## src/rtl/mpp_pkg.sv

```systemverilog
`default_nettype none
// ============================================================================
// mpp_pkg : shared types and constants for the mpp_prog_mem program memory.
// Rev 1.0
// ============================================================================
package mpp_pkg;

  typedef enum logic [1:0] {
    ST_IDLE = 2'd0,
    ST_READ = 2'd1,
    ST_HOLD = 2'd2
  } state_t;

  localparam int         STROBE_BIT        = 1;
  localparam logic [7:0] FILL_BYTE_DEFAULT = 8'h00;

  // True when no address bit at or above the array width is set.
  function automatic logic addr_in_range(input logic [15:0] addr, input int aw);
    return (addr >> aw) == 16'd0;
  endfunction

endpackage
`default_nettype wire

```

## src/rtl/mpp_prefetch_buf.sv

```systemverilog
`default_nettype none
// ============================================================================
// mpp_prefetch_buf : one-entry next-byte buffer; a fill wins over an
// invalidating write to the same entry in the same cycle.  Rev 1.0
// ============================================================================
module mpp_prefetch_buf
  import mpp_pkg::*;
#(
  parameter int ADDR_W = 8
) (
  input  logic              clk,
  input  logic              rst_n,
  input  logic              fill_en,
  input  logic [ADDR_W-1:0] fill_addr,
  input  logic [7:0]        fill_data,
  input  logic              wr_en,
  input  logic [ADDR_W-1:0] wr_addr,
  output logic              buf_valid,
  output logic [ADDR_W-1:0] buf_addr,
  output logic [7:0]        buf_data
);

  always_ff @(posedge clk or negedge rst_n) begin
    if (!rst_n) begin
      buf_valid <= 1'b0;
      buf_addr  <= '0;
      buf_data  <= 8'h00;
    end else if (fill_en) begin
      buf_valid <= 1'b1;
      buf_addr  <= fill_addr;
      buf_data  <= fill_data;
    end else if (wr_en && buf_valid && (wr_addr == buf_addr)) begin
      buf_valid <= 1'b0;
    end
  end

endmodule
`default_nettype wire

```

## src/rtl/mpp_prog_mem.sv

```systemverilog
`default_nettype none
// ============================================================================
// mpp_prog_mem : loadable byte program memory with strobed fetch FSM.
// Define MPP_PROG_MEM_PREFETCH_EN to add a next-byte prefetch buffer. Rev 1.0
// ============================================================================
module mpp_prog_mem
  import mpp_pkg::*;
#(
  parameter int         ADDR_W    = 8,
  parameter logic [7:0] FILL_BYTE = FILL_BYTE_DEFAULT
) (
  input  logic              clk,
  input  logic              rst_n,
  input  logic [15:0]       program_addr,
  input  logic [4:0]        out_signals,
  output logic [7:0]        instruction,
  output logic              instr_valid,
  input  logic              load_we,
  input  logic [ADDR_W-1:0] load_addr,
  input  logic [7:0]        load_data,
  output logic              oob_err,
  output logic [15:0]       fetch_count
);

  localparam int DEPTH = 1 << ADDR_W;

  logic [7:0]        r_mem [DEPTH];
  logic              r_strobe;
  logic              r_strobe_d;
  state_t            r_state;
  logic [15:0]       r_addr;

  logic              w_rise;
  logic              w_addr_ok;
  logic [ADDR_W-1:0] w_rd_idx;
  logic [7:0]        w_rd_data;
  logic [15:0]       w_count_next;
  logic              w_hit;
  logic [7:0]        w_hit_data;

  // Array has no reset so loaded code survives a processor reset.
  always_ff @(posedge clk) begin
    if (load_we) begin
      r_mem[load_addr] <= load_data;
    end
  end

  always_ff @(posedge clk or negedge rst_n) begin
    if (!rst_n) begin
      r_strobe   <= 1'b0;
      r_strobe_d <= 1'b0;
    end else begin
      r_strobe   <= out_signals[STROBE_BIT];
      r_strobe_d <= r_strobe;
    end
  end

  assign w_rise       = r_strobe & ~r_strobe_d;
  assign w_rd_idx     = r_addr[ADDR_W-1:0];
  assign w_addr_ok    = addr_in_range(r_addr, ADDR_W);
  assign w_rd_data    = (load_we && (load_addr == w_rd_idx)) ? load_data : r_mem[w_rd_idx];
  assign w_count_next = (fetch_count == 16'hFFFF) ? fetch_count : fetch_count + 16'd1;

`ifdef MPP_PROG_MEM_PREFETCH_EN
  logic              w_pa_ok;
  logic [ADDR_W-1:0] w_pa_idx;
  logic [ADDR_W-1:0] w_fill_base;
  logic [ADDR_W-1:0] w_fill_addr;
  logic              w_fill_en;
  logic [7:0]        w_fill_data;
  logic              w_buf_valid;
  logic [ADDR_W-1:0] w_buf_addr;
  logic [7:0]        w_buf_data;

  assign w_pa_idx    = program_addr[ADDR_W-1:0];
  assign w_pa_ok     = addr_in_range(program_addr, ADDR_W);
  assign w_hit       = w_buf_valid && w_pa_ok && (w_pa_idx == w_buf_addr);
  assign w_hit_data  = (load_we && (load_addr == w_pa_idx)) ? load_data : w_buf_data;

  // Every completed in-range fetch, hit or miss, queues up the following byte.
  assign w_fill_en   = ((r_state == ST_READ) && w_addr_ok) ||
                       ((r_state == ST_IDLE) && w_rise && w_hit);
  assign w_fill_base = (r_state == ST_READ) ? w_rd_idx : w_pa_idx;
  assign w_fill_addr = w_fill_base + ADDR_W'(1);
  assign w_fill_data = (load_we && (load_addr == w_fill_addr)) ? load_data : r_mem[w_fill_addr];

  mpp_prefetch_buf #(
    .ADDR_W(ADDR_W)
  ) u_prefetch_buf (
    .clk      (clk),
    .rst_n    (rst_n),
    .fill_en  (w_fill_en),
    .fill_addr(w_fill_addr),
    .fill_data(w_fill_data),
    .wr_en    (load_we),
    .wr_addr  (load_addr),
    .buf_valid(w_buf_valid),
    .buf_addr (w_buf_addr),
    .buf_data (w_buf_data)
  );
`else
  assign w_hit      = 1'b0;
  assign w_hit_data = 8'h00;
`endif

  always_ff @(posedge clk or negedge rst_n) begin
    if (!rst_n) begin
      r_state     <= ST_IDLE;
      r_addr      <= 16'h0000;
      instruction <= 8'h00;
      instr_valid <= 1'b0;
      oob_err     <= 1'b0;
      fetch_count <= 16'h0000;
    end else begin
      instr_valid <= 1'b0;
      case (r_state)
        ST_IDLE: begin
          if (w_rise) begin
            r_addr <= program_addr;
            if (w_hit) begin
              instruction <= w_hit_data;
              instr_valid <= 1'b1;
              fetch_count <= w_count_next;
              r_state     <= ST_HOLD;
            end else begin
              r_state <= ST_READ;
            end
          end
        end
        ST_READ: begin
          if (w_addr_ok) begin
            instruction <= w_rd_data;
          end else begin
            instruction <= FILL_BYTE;
            oob_err     <= 1'b1;
          end
          instr_valid <= 1'b1;
          fetch_count <= w_count_next;
          r_state     <= ST_HOLD;
        end
        ST_HOLD: begin
          if (!r_strobe) begin
            r_state <= ST_IDLE;
          end
        end
        default: r_state <= ST_IDLE;
      endcase
    end
  end

endmodule
`default_nettype wire

```

## config.mk

```make
export PLATFORM = sky130hd
export DESIGN_NAME = mpp_prog_mem
export DESIGN_NICKNAME = d
export VERILOG_FILES = /design/src/rtl/mpp_pkg.sv /design/src/rtl/mpp_prefetch_buf.sv /design/src/rtl/mpp_prog_mem.sv
export SDC_FILE = /design/constraint.sdc
export NUM_CORES = 2
export LEC_CHECK = 0
export BUFFER_PORTS_ARGS = -buffer_cell sky130_fd_sc_hd__clkbuf_2
export CORE_ASPECT_RATIO = 1.2
export CORE_MARGIN = 2
export CORE_UTILIZATION = 25
export DETAILED_ROUTE_END_ITERATION = 10
export GPL_TIMING_DRIVEN = 0
export REMOVE_ABC_BUFFERS = 1
export SLEW_MARGIN = 5
export SYNTH_ARGS = -nofsm -noshare
export SYNTH_HDL_FRONTEND = slang
export SYNTH_SLANG_ARGS = --single-unit
```

## constraint.sdc

```tcl
create_clock -name clk -period 2.55 [get_ports clk]
set_input_delay 0.765 -clock clk [delete_from_list [all_inputs] [get_ports clk]]
set_output_delay 0.765 -clock clk [all_outputs]
set_load 0.01 [all_outputs]
```

==> metrics.csv <==
stage;metric;value;unit
global_route;first-pass GRT wire length;303000;um
yosys;most common cell in the netlist;edfxtp_1;
global_route;largest net degree at the start of global routing;141;
critical_path;Critical Path Fanout Max;6;
status;failing checks;setup timing;
yosys;FF+latch count, synth;2094;
route;WL/cell;25.4;um
worst_hold_path;min-delay worst type;in2async;
final_layout;final core occ;0.300;
final_layout;fin area;98000;sq um
floorplan;Die H;631;um
floorplan;Die W;527;um
yosys;synth warn;0;
route;Detailed Routing Iterations Pass 1;6;
critical_path;crit path DAT;3840;ps
sta;Min Hold Slack;123;ps
clocking;worst skew pair latency;860;ps
clocking;# H-tree levels;4;
route;DR vias;39600;
sta;Layout Skew;65.4;ps
critical_path;worst reg2reg path depth;12;
route;Routed met3 length;15700;um
sta;actual slew at the worst max-slew pin;1110;ps
route;met1 wire length;82200;um
critical_path;reg2reg setup slack;-550;ps
final_layout;P&R area growth vs syn;19.7;%
sta;Final min period;3100;ps
clocking;Worst-path clk slew;60;ps
critical_path;stages on the worst setup path;12;
final_layout;fraction of layout cells with a size suffix above 1;0.365;
route;antenna violation net count after detailed routing;0;
yosys;Syn Inst Count;3738;
critical_path;CP peak stage delay;530;ps
global_route;total congestion overflow;0;
route;met2 WL;109000;um
floorplan;die area;332000;sq um
critical_path;reg-to-reg critical path endpoint;instruction[6];
global_route;GRT Total Usage;0.124;
sta;highest clock rate;322;MHz
sta;Final Hold Vio Count;0;
clocking;clock tree sinks;2094;
route;Max Used Layer;met5;
sta;Max Slew Vio Count;0;
final_layout;Fill cells;31100;
clocking;CTS tree;yes;
critical_path;Worst Path Class, Setup;reg2reg;
yosys;Async S/R FF share, synth;0.0220;
sta;Slew headroom;0.262;
sta;final setup TNS;-6410;ps
route;Vias/cell;4.69;
sta;setup ws final;-553;ps
floorplan;Core Region;327000;sq um
run;Max Cap Viol;0;
floorplan;site row count;230;
status;status;finished with violations;
yosys;Seq/Total Area, Yosys;0.765;
yosys;leading area contributor after synthesis;edfxtp_1;
power;PD cells;869;nW/um^2
global_route;initial antenna violation count;11;
clocking;Num CTS Buffers;202;
yosys;Post-synth EDFFs;2048;
placement;Area after DPL;88000;sq um
critical_path;kind of cell adding the most delay to the critical path;buffers and inverters;
floorplan;I/O pin count;66;
yosys;Avg Cell Area, Syn;21.9;sq um
critical_path;WP buf/inv;6;
global_route;vias in the first global route;40600;
route;DR iter-0 viols;4360;
sta;final period utilization;1.22;
yosys;top-area cell type share of the netlist area;0.751;
floorplan;initial core utilization;0.251;
clocking;Root Buffer;clkbuf_16;
critical_path;r2r startpoint;r_addr[0];
clocking;Max Root-Sink Buffers;4;
yosys;largest cells by area after synthesis;edfxtp_1 75%, mux4_2 14%, dfrtp_1 1.4%, mux2_2 1.3%, nor2_1 1.2%;
critical_path;critical path endpoint category;register;
power;Pleak;29.8;nW
critical_path;Setup crit start kind;register;
power;Max VDD drop;0.537;mV
placement;Final GP Congestion;0.805;
sta;final setup fails;83;
final_layout;Final #Nets;4042;
critical_path;WP data required;3280;ps
final_layout;final non-filler cell total;8453;
critical_path;slowest CP cell;a2111oi_0;
route;DRC;0;
yosys;post-synthesis cell type count;56;
yosys;top post-synthesis cells by count;2048 x edfxtp_1, 513 x mux4_2, 269 x nor2_1;
critical_path;cells along the critical path;buf_12 > buf_8 > buf_16 > buf_16 > buf_12 > mux4_2 > nor2b_4 > a2111oi_0 > a2111oi_2 > buf_2 > nand4_1 > o31ai_1;
critical_path;CP startpoint;r_addr[0];
sta;unrepaired setup endpoints after global routing;yes;
placement;Final HPWL DP;122000;um
route;final wirelength;214000;um
yosys;Top FF cell, synth;edfxtp_1;
placement;PortBufs;61;
yosys;Mapped Area;81900;sq um
placement;dpl cells;7932;
critical_path;crit path to;instruction[6];
==> worst min-delay path by stage <==
stage,start,to,slack [ps],cells after the start
CTS,program_addr[9],r_addr[9],90,2
floorplan,r_strobe,r_strobe_d,370,0
global route,program_addr[3],r_addr[3],110,2
global placement,r_strobe,r_strobe_d,390,0
finish,rst_n,fetch_count[15],120,1
detailed placement,r_strobe,r_strobe_d,430,0
==> flip-flops by register name, indices dropped and copies added, names as in the netlist <==
name and count:
instr_valid 1, r_strobe 1, r_addr 16, oob_err 1, r_mem 2048, instruction 8, r_strobe_d 1, r_state 2
fetch_count 16
==> worst reg2reg max path, stage by stage, from the launching register on <==
cell and delay [ps]:
dfrtp_4 500, buf_12 140, buf_8 120, buf_16 140, buf_16 160, buf_12 170, mux4_2 420, nor2b_4 130
a2111oi_0 530, a2111oi_2 110, buf_2 200, nand4_1 250, o31ai_1 100
==> power breakdown <==
part           switching, W  internal, W
Sequential         0.000393       0.0380
Clock                0.0127       0.0163
Combinational       0.00914      0.00870
==> layout make-up <==
cell class / instances / area (sq um) / area share
Tap cell: 4292 / 5370 / 0.0548
Timing Repair Buffer: 288 / 4410 / 0.0450
Clock inverter: 109 / 956 / 0.00975
Antenna cell: 4 / 10.0 / 0.000102
Inverter: 3 / 11.3 / 0.000115
Sequential cell: 2094 / 62700 / 0.639
Multi-Input combinational cell: 1412 / 19300 / 0.197
Clock buffer: 251 / 5290 / 0.0540
==> repair_timing <==
item                                    4_1_cts  5_1_grt
endpoints found under the hold margin         1        0
buffers inserted                             73       43
endpoints found under the setup margin     1125     1382
pin swaps                                    32       45
gates cloned                                 36        6
hold buffers                                  1        0
resized for setup                           208      201
==> layer usage <==
layer	track usage	up-vias
met3	0.0219	377
met1	0.155	21400
met2	0.215	1600
met5	0	-
li1	-	16300
met4	0.0472	8
==> metrics by stage <==
stage	setup WS [ps]	power, W
floorplan	-15760	0.0461
global placement	-25710	0.0475
detailed placement	-1700	0.0530
CTS	-610	0.0849
global route	-714	0.0876
finish	-553	0.0852
==> logic make-up after synthesis <==
family	after synthesis	synth area share
DFF	2094	0.765
muxes	683	0.168
and+or+nand+nor	488	0.0279
buffers and inverters	232	0.0178
AOI/OAI and AO/OA	217	0.0185
xor gates and xnor gates	23	0.00246
adders and majority gates	1	0.000153
==> placed cells by master (no fill, tap or decap), types with 9 or more instances in the layout <==
cell type,synthesis,layout
mux2_2,92,83
xnor2_1,17,17
buf_16,0,60
o22ai_1,70,50
nand2_1,46,33
buf_8,2,11
clkinv_1,0,43
nand2_2,0,10
clkinv_2,0,36
nand3_2,0,14
mux4_2,513,516
mux4_1,25,22
nand4_1,20,20
a211oi_2,0,15
clkbuf_2,0,52
nor2b_1,47,36
bufbuf_16,0,24
mux2_4,0,9
clkbuf_16,0,210
buf_12,0,24
buf_6,42,11
a22oi_1,29,26
a211oi_1,63,42
o22ai_4,0,10
buf_4,52,89
nor2_1,269,84
edfxtp_1,2048,2048
clkbuf_1,78,46
nor2_2,0,184
o22ai_2,0,10
mux2i_1,53,47
nand3_1,32,15
dfrtp_1,46,38
bufinv_16,0,16
a21oi_1,10,9
clkbuf_8,0,9
o21ai_2,0,9
Power figures use the tool's default switching activity.
